[src/rtl/signed_seq_divider_if.sv]
// Request/response bundle for the signed sequential divider.
interface signed_seq_divider_if #(
  parameter int unsigned DW_N = 15,
  parameter int unsigned DW_D = 8
);
  logic            start;
  logic [DW_N-1:0] dividend;
  logic [DW_D-1:0] divisor;
  logic            busy;
  logic            done;
  logic [DW_D-1:0] quotient;
  logic [DW_D-1:0] remainder;
  logic            ovf;
  logic            div_zero;

  modport master (
    output start, dividend, divisor,
    input  busy, done, quotient, remainder, ovf, div_zero
  );

  modport slave (
    input  start, dividend, divisor,
    output busy, done, quotient, remainder, ovf, div_zero
  );
endinterface

[src/rtl/signed_seq_divider.sv]
// Restoring shift-subtract signed divider: 15-bit dividend / 8-bit divisor,
// one quotient bit per cycle, saturated 8-bit quotient, start/busy/done handshake.
module signed_seq_divider (
  input  logic                clk,
  input  logic                n_rst,
  signed_seq_divider_if.slave bus
);
  localparam int unsigned DW_N = 15;
  localparam int unsigned DW_D = 8;
  localparam int unsigned CW   = 4;

  localparam logic signed [DW_N:0] Q_MAX = (DW_N+1)'(127);
  localparam logic signed [DW_N:0] Q_MIN = ~Q_MAX;

  typedef enum logic [1:0] {IDLE, CALC, FIX} state_t;

  state_t          state, state_n;
  logic [CW-1:0]   cnt, cnt_n;
  logic [DW_N-1:0] dvd, dvd_n;
  logic [DW_D-1:0] dvs, dvs_n;
  logic [DW_D-1:0] rem, rem_n;
  logic            sign_q, sign_q_n;
  logic            sign_r, sign_r_n;
  logic            zero, zero_n;
  logic            busy, busy_n;
  logic            done, done_n;
  logic [DW_D-1:0] quotient, quotient_n;
  logic [DW_D-1:0] remainder, remainder_n;
  logic            ovf, ovf_n;
  logic            div_zero, div_zero_n;

  logic [DW_D:0]          shifted;
  logic                   ge;
  logic signed [DW_N:0]   q_signed;

  // State and datapath registers; reset discards any in-flight operation.
  always_ff @(posedge clk or negedge n_rst) begin
    if (!n_rst) begin
      state     <= IDLE;
      cnt       <= '0;
      dvd       <= '0;
      dvs       <= '0;
      rem       <= '0;
      sign_q    <= 1'b0;
      sign_r    <= 1'b0;
      zero      <= 1'b0;
      busy      <= 1'b0;
      done      <= 1'b0;
      quotient  <= '0;
      remainder <= '0;
      ovf       <= 1'b0;
      div_zero  <= 1'b0;
    end else begin
      state     <= state_n;
      cnt       <= cnt_n;
      dvd       <= dvd_n;
      dvs       <= dvs_n;
      rem       <= rem_n;
      sign_q    <= sign_q_n;
      sign_r    <= sign_r_n;
      zero      <= zero_n;
      busy      <= busy_n;
      done      <= done_n;
      quotient  <= quotient_n;
      remainder <= remainder_n;
      ovf       <= ovf_n;
      div_zero  <= div_zero_n;
    end
  end

  // Next-state, iteration step and sign/saturation fix-up.
  always_comb begin
    state_n     = state;
    cnt_n       = cnt;
    dvd_n       = dvd;
    dvs_n       = dvs;
    rem_n       = rem;
    sign_q_n    = sign_q;
    sign_r_n    = sign_r;
    zero_n      = zero;
    busy_n      = busy;
    done_n      = 1'b0;
    quotient_n  = quotient;
    remainder_n = remainder;
    ovf_n       = ovf;
    div_zero_n  = div_zero;

    // Dividend register doubles as quotient shift register: MSB out, quotient bit in.
    shifted  = {rem, dvd[DW_N-1]};
    ge       = (shifted >= {1'b0, dvs});
    q_signed = sign_q ? -$signed({1'b0, dvd}) : $signed({1'b0, dvd});

    unique case (state)
      IDLE: begin
        busy_n = bus.start;
        if (bus.start) begin
          dvd_n    = bus.dividend[DW_N-1] ? (~bus.dividend + DW_N'(1)) : bus.dividend;
          dvs_n    = bus.divisor[DW_D-1]  ? (~bus.divisor + DW_D'(1))  : bus.divisor;
          rem_n    = '0;
          sign_q_n = bus.dividend[DW_N-1] ^ bus.divisor[DW_D-1];
          sign_r_n = bus.dividend[DW_N-1];
          zero_n   = (bus.divisor == '0);
          cnt_n    = CW'(DW_N - 1);
          state_n  = (bus.divisor == '0) ? FIX : CALC;
        end
      end
      CALC: begin
        busy_n = 1'b1;
        rem_n  = ge ? DW_D'(shifted - {1'b0, dvs}) : DW_D'(shifted);
        dvd_n  = {dvd[DW_N-2:0], ge};
        cnt_n  = cnt - CW'(1);
        if (cnt == '0) begin
          state_n = FIX;
        end
      end
      FIX: begin
        busy_n  = 1'b1;
        done_n  = 1'b1;
        state_n = IDLE;
        if (zero) begin
          quotient_n  = '0;
          remainder_n = '0;
          ovf_n       = 1'b0;
          div_zero_n  = 1'b1;
        end else begin
          div_zero_n  = 1'b0;
          remainder_n = sign_r ? (~rem + DW_D'(1)) : rem;
          if (q_signed > Q_MAX) begin
            quotient_n = Q_MAX[DW_D-1:0];
            ovf_n      = 1'b1;
          end else if (q_signed < Q_MIN) begin
            quotient_n = Q_MIN[DW_D-1:0];
            ovf_n      = 1'b1;
          end else begin
            quotient_n = q_signed[DW_D-1:0];
            ovf_n      = 1'b0;
          end
        end
      end
      default: state_n = IDLE;
    endcase
  end

  assign bus.busy      = busy;
  assign bus.done      = done;
  assign bus.quotient  = quotient;
  assign bus.remainder = remainder;
  assign bus.ovf       = ovf;
  assign bus.div_zero  = div_zero;
endmodule

[src/flat_wrapper.sv]
// flat-port wrapper written by rule: the top's interface ports become plain ports
module signed_seq_divider_flat 
  (clk, n_rst, bus_start, bus_dividend, bus_divisor, bus_busy, bus_done, bus_quotient, bus_remainder, bus_ovf, bus_div_zero);
  signed_seq_divider_if bus_i ();
  input  logic clk;
  input  logic n_rst;
  input wire logic [$bits(bus_i.start)-1:0] bus_start;
  input wire logic [$bits(bus_i.dividend)-1:0] bus_dividend;
  input wire logic [$bits(bus_i.divisor)-1:0] bus_divisor;
  output wire logic [$bits(bus_i.busy)-1:0] bus_busy;
  output wire logic [$bits(bus_i.done)-1:0] bus_done;
  output wire logic [$bits(bus_i.quotient)-1:0] bus_quotient;
  output wire logic [$bits(bus_i.remainder)-1:0] bus_remainder;
  output wire logic [$bits(bus_i.ovf)-1:0] bus_ovf;
  output wire logic [$bits(bus_i.div_zero)-1:0] bus_div_zero;
  assign bus_i.start = bus_start;
  assign bus_i.dividend = bus_dividend;
  assign bus_i.divisor = bus_divisor;
  assign bus_busy = bus_i.busy;
  assign bus_done = bus_i.done;
  assign bus_quotient = bus_i.quotient;
  assign bus_remainder = bus_i.remainder;
  assign bus_ovf = bus_i.ovf;
  assign bus_div_zero = bus_i.div_zero;
  signed_seq_divider u_core (.clk(clk), .n_rst(n_rst), .bus(bus_i));
endmodule
[config.mk]
export PLATFORM = sky130hd
export DESIGN_NAME = signed_seq_divider_flat
export DESIGN_NICKNAME = d
export VERILOG_FILES = /design/src/rtl/signed_seq_divider_if.sv /design/src/rtl/signed_seq_divider.sv /design/src/flat_wrapper.sv
export SDC_FILE = /design/constraint.sdc
export NUM_CORES = 1
export LEC_CHECK = 0
export BUFFER_PORTS_ARGS = -buffer_cell sky130_fd_sc_hd__buf_2
export CAP_MARGIN = 5
export CORE_MARGIN = 5
export CORE_UTILIZATION = 40
export DETAILED_ROUTE_END_ITERATION = 7
export GPL_TIMING_DRIVEN = 0
export SLEW_MARGIN = 20
export SYNTH_ARGS = -nofsm -noshare
export SYNTH_HDL_FRONTEND = slang
export SYNTH_SLANG_ARGS = --single-unit
[constraint.sdc]
create_clock -name clk -period 2.3 [get_ports clk]
set_input_delay 0.46 -clock clk [delete_from_list [all_inputs] [get_ports clk]]
set_output_delay 0.46 -clock clk [all_outputs]
set_load 0.05 [all_outputs]
==> results.md, run 1 <==
Run status:
- The flow ran to the end, but the final reports show violations.
- The final reports fail on setup timing.

CTS:
- Clock latency on the worst-skew pair, taken at its later pin, is 0.34 ns.
- The clock tree synthesis step divided the H-tree into 3 levels.
- The tree built by TritonCTS fans out to 60 sinks.
- The longest clock path from root to sink contains 2 buffers.
- The cell chosen for the clock root is sky130_fd_sc_hd__clkbuf_8.
- TritonCTS built the clock tree.
- Buffers inserted to repair hold after CTS numbered 0.
- The number of buffers created by CTS is 9.
- Clock-pin slew was measured on the worst setup and hold paths at about 0.070 ns.

Cells and area:
- The share of the core filled with cells in the final layout is 50.3%.
- In the final layout, the share of cells above drive strength 1 is 23.3%.
- The area growth from synthesis to layout is 23.5%.
- After the last flow step, the layout net total stands at 575.
- 0 antenna diodes ended up in the layout.

Pwr:
- Power spread over the standard cell area amounts to between 1500 and 2000 mW/mm².
- The completed layout was analyzed and its total power is around 7.5 mW.
- The worst voltage drop across the vdd grid is 0.000489 V.
- The static leakage is 2.24 nW.

Synth:
- The post-synthesis area per instance is 8.65 µm².
- By area the synthesized netlist is led by sky130_fd_sc_hd__dfrtp_1 38%, sky130_fd_sc_hd__o21ai_0 5.8%, sky130_fd_sc_hd__ha_1 5.4%, sky130_fd_sc_hd__nand2_1 5.3%, sky130_fd_sc_hd__xnor2_1 4.2%.
- The cell type with the largest total area after synthesis is sky130_fd_sc_hd__dfrtp_1.
- The mapped cell area is between 0.003 and 0.004 mm².
- The number of flops mapped to enable cells by yosys is 0.
- The total number of yosys warnings is 0.
- The synthesized flop and latch total is 60.
- In the synthesized netlist, the cells that appear most often are 60 x sky130_fd_sc_hd__dfrtp_1, 56 x sky130_fd_sc_hd__nand2_1, 46 x sky130_fd_sc_hd__o21ai_0.
- The sequential area share after synthesis is 37.9%.
- The most used flip-flop cell after synthesis is sky130_fd_sc_hd__dfrtp_1.
- The most common cell in the netlist is sky130_fd_sc_hd__dfrtp_1.
- The unique cell type count in the Yosys netlist is 56.
- Of the post-synthesis cell area, the dominant cell type holds 37.9%.
- The gate count of the mapped netlist is 458.
- The number of nets in the synthesized netlist is around 500.
- The share of flip-flops with an asynchronous set or reset is 100%.

Floorplan:
- The die extent in y is 110 µm.
- The full die area is 0.0120 mm².
- The width of the die is 110 µm.
- After floorplanning, the core was divided into 36 placement rows.
- The region available for standard cell placement spans 0.00973 mm².
- The top-level I/O count is 46.
- The effective utilization at floorplan is roughly 40%.

GRT:
- The via count of the first global-routing pass is 3415.
- The first global-routing pass estimated 16400 µm of wire.
- For this run the aggregate overflow at the end of global routing stands at 0.
- The overall routing resource usage is 17.3%.
- The initial antenna violation count is 0.
- Entering global routing, the biggest net connects 61 pins.

Critical path:
- The critical path goes through inv_2, ha_4, or4b_4, buf_4, o21ai_0, a21oi_2, o32a_2, a41o_1, or2_4, o311ai_1.
- The slowest stage of the critical path belongs to the cell sky130_fd_sc_hd__or4b_4.
- The worst register-to-register path has a setup slack of -0.12 ns.
- In this design, the stage delay of the slowest critical-path cell is 0.46 ns.
- The kind of launch point of the worst setup path is a flip-flop.
- The data required time at the worst endpoint is 2.54 ns.
- The number of cells on the worst reg-to-reg path is 10.
- The critical path in this run is classified as reg -> reg.
- The endpoint class of the critical path is a flip-flop.
- The data arrival time of the critical path is 2.66 ns.
- The critical-path maximum fanout is 5.
- The launch instance of the worst register-to-register path is u_core.dvd[1].
- The endpoint identified for the worst register-to-register timing path is u_core.bus.ovf.

Drt:
- The number of nets with antenna violations after detailed routing is 0.
- The wire length per cell is roughly 15 µm.
- The routed layout has about 3500 vias.
- The first detailed-routing pass ran for 4 iterations.
- The number of vias per cell after detailed routing is 5.22.
- For this run, design rule violations remaining after detail routing come to 0.
- The total wire length is 9920 µm.
- For this block, the initial DRC count from the detailed router was 137.

Placed design:
- Input and output buffers added on the ports amount to 44.
- OpenSTA, run right after detailed placement, puts the worst setup slack at -0.507 ns.
- The weighted congestion at the end of routability-driven global placement is 0.803.
- The half-perimeter wire length after detailed placement is 7260 µm.

STA:
- Across all setup checks in the final design, the least slack found is -0.118 ns.
- Setup repair after global routing could not meet its margin everywhere.
- Measured against its own limit, the worst slew margin works out to 48.6%.
- Setup violations remaining at the end of the flow were counted as 8.
- The worst path uses 105% of the clock period.
- Clock skew on the completed layout was measured at 0.00922 ns.
- For the pin with the worst max-slew slack, the measured transition is 0.771 ns.
- Timing would allow up to 414 MHz.
- The final number of max-transition violations is 0.
- After layout, the minimum clock period comes to 2.42 ns.
- The final number of hold-violating endpoints is 0.

Min path:
- The kind of path behind the tightest hold check is in -> async.

Run:
- The number of max-cap violations is 0.
-- sequential cells by signal (all words and copies together), names as in the netlist, 2 cells and up --
register	count
u_core.dvd	15
u_core.bus.quotient	8
u_core.bus.remainder	8
u_core.dvs	8
u_core.rem	8
u_core.cnt	4
u_core.state	2
-- worst max-delay path, delay by kind of cell (launching register included) --
kind                       cells  cell delay (ns)
and+or+nand+nor                2             0.74
DFF                            1             0.40
adders and majority gates      1             0.13
buffers and inverters          2             0.25
AOI/OAI and AO/OA              5             0.80
-- per-layer routing --
layer / vias up / part of all wire (%) / routed length [µm] / track usage [%]
met4: 0 / 1.7 / 168 / 6.59
met3: 16 / 4.5 / 442 / 2.58
met2: 66 / 47 / 4640 / 27.6
li1: 1764 / - / - / -
met1: 1644 / 47 / 4660 / 23.7
met5: - / 0 / 0 / 0
-- repair_timing --
| action | CTS | global route |
|---|---|---|
| resized for setup | 20 | 17 |
| setup endpoints to repair | 17 | 21 |
| setup buffers | 14 | 5 |
| pin swaps | 11 | 9 |
| cloned | 0 | 0 |
-- cells by family (layout without fill, tap and decap cells) --
family / count (synthesis) / count (layout) / synth area share (%)
DFF: 60 / 60 / 37.9
xor gates and xnor gates: 37 / 37 / 8.18
adders and majority gates: 18 / 18 / 5.87
AOI/OAI and AO/OA: 125 / 125 / 20.5
buffers and inverters: 55 / 133 / 5.46
and+or+nand+nor: 147 / 147 / 17.9
muxes: 16 / 16 / 4.20
-- worst max path at each step --
stage                       start        endpoint  slack [ns]  cells past startpoint
finish              u_core.dvd[1]  u_core.bus.ovf       -0.12                     10
global placement    u_core.rem[0]   u_core.rem[3]       -0.51                      8
CTS                 u_core.dvs[1]   u_core.rem[3]       -0.15                      9
detailed placement  u_core.rem[0]   u_core.rem[3]       -0.51                      8
global route        u_core.dvd[1]  u_core.bus.ovf       -0.20                     10
floorplan           u_core.rem[0]   u_core.rem[3]       -0.20                      8
-- final cells by class --
class / count / area [µm²]
fill: 990 / 4830
multi-input combinational: 343 / 2390
sequential: 60 / 1500
timing repair buffer: 63 / 369
tap: 133 / 166
clock buffer: 12 / 155
inverter: 32 / 120
clock inverter: 4 / 95.1
buffer: 22 / 93.8
-- power by group --
group          switching, mW  total (mW)  internal [mW]
combinational           2.63        4.45           1.81
clock                  0.427        1.20          0.778
sequential             0.321        1.80           1.48
total                   3.38        7.45           4.07
-- through the flow --
step,hold slack (ns),setup TNS [ns],instance area (µm²),cells
floorplan,0.164,-0.257,3980,458
global placement,0.465,-4.08,4370,635
finish,0.190,-0.688,4890,669
global route,0.261,-1.53,4890,669
detailed placement,0.469,-4.08,4370,635
CTS,0.224,-1.50,4790,665
-- cell usage in the layout, fill, tap and decap left out, types with 4 or more instances in the layout --
master                     synthesis  layout
sky130_fd_sc_hd__buf_2             2      45
sky130_fd_sc_hd__xor2_1           18      18
sky130_fd_sc_hd__nand3_1           6       5
sky130_fd_sc_hd__or3_1             8       7
sky130_fd_sc_hd__a22o_1            6       6
sky130_fd_sc_hd__o21a_1            5       5
sky130_fd_sc_hd__a21o_1            4       4
sky130_fd_sc_hd__nand2_1          56      56
sky130_fd_sc_hd__nand2b_1          5       5
sky130_fd_sc_hd__nor2_1           32      32
sky130_fd_sc_hd__a21oi_1          24      22
sky130_fd_sc_hd__o21ai_1           2       4
sky130_fd_sc_hd__inv_1            32      29
sky130_fd_sc_hd__nor3_1           12      10
sky130_fd_sc_hd__ha_1             17      14
sky130_fd_sc_hd__clkbuf_1         19      18
sky130_fd_sc_hd__nand4_1           6       6
sky130_fd_sc_hd__o31ai_1           8       6
sky130_fd_sc_hd__dfrtp_1          60      58
sky130_fd_sc_hd__mux2i_1          11      11
sky130_fd_sc_hd__o21ai_0          46      40
sky130_fd_sc_hd__xnor2_1          19      19
sky130_fd_sc_hd__clkbuf_8          0      11
sky130_fd_sc_hd__nor2b_1           4       4
sky130_fd_sc_hd__buf_4             0      19
Power figures use the tool's default switching activity.
==> run 2: changes to the inputs <==
--- a/config.mk
+++ b/config.mk
@@ -9,8 +9,10 @@
 export CAP_MARGIN = 5
 export CORE_MARGIN = 5
 export CORE_UTILIZATION = 40
+export CTS_CLUSTER_DIAMETER = 200
 export DETAILED_ROUTE_END_ITERATION = 7
 export GPL_TIMING_DRIVEN = 0
+export MAX_ROUTING_LAYER = met4
 export SLEW_MARGIN = 20
 export SYNTH_ARGS = -nofsm -noshare
 export SYNTH_HDL_FRONTEND = slang
==> results.md, run 2 (synthesized netlist as in run 1, its figures left out) <==
STA:
- The final number of hold-violating endpoints is 0.
- The final number of max-transition violations came to 0.
- The worst max-slew margin expressed relative to the limit is around half.
- The setup clock skew after layout is 0.0103 ns.
- The achievable clock frequency is around 410 MHz.
- The worst hold slack is about 0.18 ns.
- After layout, the worst setup slack is -0.120 ns.
- The total of endpoints with negative setup slack in the final report is 8.
- For the pin with the worst max-slew slack, the measured transition is 0.764 ns.
- In the finished design, the share of the clock period the worst path needs comes to 105%.
- The smallest clock period supported by the final layout is computed as 2.42 ns.
- Setup repair after global routing could not meet its margin everywhere.

Placed design:
- The congestion estimate from routability-driven global placement came to 0.815.
- Buffers placed on the I/O ports in this run total 44.
- Prior to clock tree synthesis, the placed netlist has a worst setup slack of -0.507 ns.
- The wire-length estimate of the detail-placed layout is 7260 µm.

Drt:
- After detailed routing, the average wire length per cell comes to about 15 µm.
- The final layout contains routed wiring with a total length of around 9900 µm.
- The first detailed-routing pass took 4 iterations.
- The number of nets with antenna violations after detailed routing is 0.
- In the routed design, unresolved DRC markers number 0.
- Dividing the detail-routed via count by the number of cells gives approximately 5.2.
- After the first detailed-routing iteration, the DRC count stood at between 100 and 150.
- The number of vias after detailed routing is 3495.

Pwr:
- In this run the power density over the cells is ~1500 mW/mm².
- The worst voltage drop across the vdd grid is 0.000492 V.
- For this design the static power due to leakage is ~2.2 nW.

Cells and area:
- Cells fill 50.4% of the core in the end.
- The area used by sequential logic in the layout is 0.00150 mm².
- The register with the most flip-flops in the final layout is u_core.dvd.
- The register with the most flip-flops in the layout has 15 of them.
- The area growth from synthesis to layout is 23.7%.
- The net count reported at finish is about 580.
- The filler cell count in the final layout is 987.
- Summing all multi-input logic gate instances after layout gives ~0.0024 mm².
- Leaving out fill and tap cells, the most frequent cell in the layout is sky130_fd_sc_hd__dfrtp_1.
- Cells with a size suffix above 1 make up 23.3% of the layout.
- Leaving out fill and tap cells, the most frequent cells in the layout are 58 x sky130_fd_sc_hd__dfrtp_1, 56 x sky130_fd_sc_hd__nand2_1, 45 x sky130_fd_sc_hd__buf_2.
- The number of diodes added for antenna fixing is 0.

CTS:
- The clock tree from TritonCTS is yes.
- CTS placed an instance of sky130_fd_sc_hd__clkbuf_8 at the clock tree root.
- The later-pin clock latency in the skew report is around 0.34 ns.
- The number of buffers created by CTS is 9.
- The number of clock sinks is 60.
- The number of levels the H-tree was split into is 3.
- No sink is reached through more buffers than the 2 on the longest clock path.
- The clock slew at the register clock pins of the worst setup and hold paths is 0.07 ns.

Run status:
- The final reports fail on setup timing.
- The flow ran to the end, but the final reports show violations.

GRT:
- The largest net degree at the start of global routing is 61.
- Global routing consumed, over all layers together, 17.8% of the routing resources.
- The via count of the first global-routing pass is between 3000 and 4000.
- The initial antenna violation count was 0.
- The first global-routing pass estimated 16400 µm of wire.
- The global route total overflow is 0.

Run:
- The number of max-cap violations is 0.

Critical path:
- The data required time at the worst endpoint is 2.54 ns.
- In this run the register-to-register setup slack is -0.12 ns.
- The launch instance of the worst register-to-register path is u_core.dvd[1].
- The beginning of the critical path is u_core.dvd[1].
- Data on the critical path arrives at its endpoint at 2.66 ns.
- The endpoint class of the critical path is a flip-flop.
- The start-to-end type of the worst setup path is reg -> reg.
- The worst setup path is launched from a flip-flop.
- The critical-path maximum fanout is 5.

Min path:
- The worst hold path belongs to the class in -> async.

Floorplan:
- The width of the die is 110 µm.
- During I/O placement, the number of pins put on the boundary was 46.
- The floorplan step defined a die boundary enclosing 0.0120 mm².
- The core region is 0.00973 mm².
- The initial utilization of the core area, before any placement, comes to 40.7%.
- After floorplanning, the core was divided into 36 placement rows.
- The floorplan step set the die height to 110 µm.
## run 2: layout make-up
class	instances	area share [%]
timing repair buffer	63	7.53
clock buffer	12	3.16
sequential	60	30.7
inverter	32	2.45
clock inverter	4	1.94
buffer	22	1.91
multi-input combinational	343	48.9
tap	133	3.39
## run 2: worst paths after layout
| check | depth (start not counted) | end |
|---|---|---|
| worst max-delay path | 10 | u_core.bus.ovf |
| worst min-delay path | 1 | u_core.dvd[5] |
| worst max register to register | 10 | u_core.bus.ovf |
| worst min register to register | 2 | u_core.dvs[4] |
| max in group asynchronous | 1 | u_core.rem[0] |
| min in group clk | 3 | u_core.dvs[0] |
## run 2: what timing repair did
item	4_1_cts	5_1_grt
setup buffers	14	5
hold buffers	0	0
pin swaps	11	9
resized for setup	20	18
gates cloned	0	0
endpoints found under the setup margin	17	21
## run 2: per-stage QoR
stage,cells,power (mW),TNS [ns],instance area (µm²)
3_3_place_gp,635,5.56,-4.08,4370
6_report,669,7.47,-0.716,4900
5_1_grt,669,8.04,-1.46,4900
2_1_floorplan,458,4.77,-0.257,3980
4_1_cts,665,7.25,-1.50,4790
3_5_place_dp,635,5.66,-4.08,4370
## run 2: layer usage
metal	part of all wire (%)	global-route usage [%]	vias up
met5	0	-	-
met4	1.8	5.79	0
met3	4.9	3.35	16
met2	46	27.6	86
met1	47	23.7	1634
li1	-	-	1759
## run 2: power by group
group	switching (mW)	internal, mW
Clock	0.425	0.778
Combinational	2.64	1.82
Sequential	0.319	1.48
Total	3.38	4.08
## run 2: worst max-delay path: stages (launching register included)
cell                       delay (ns)
sky130_fd_sc_hd__dfrtp_1         0.40
sky130_fd_sc_hd__inv_2           0.09
sky130_fd_sc_hd__ha_4            0.14
sky130_fd_sc_hd__or4b_4          0.46
sky130_fd_sc_hd__buf_4           0.16
sky130_fd_sc_hd__o21ai_0         0.22
sky130_fd_sc_hd__a21oi_2         0.09
sky130_fd_sc_hd__o32a_2          0.18
sky130_fd_sc_hd__a41o_1          0.22
sky130_fd_sc_hd__or2_4           0.28
sky130_fd_sc_hd__o311ai_1        0.08
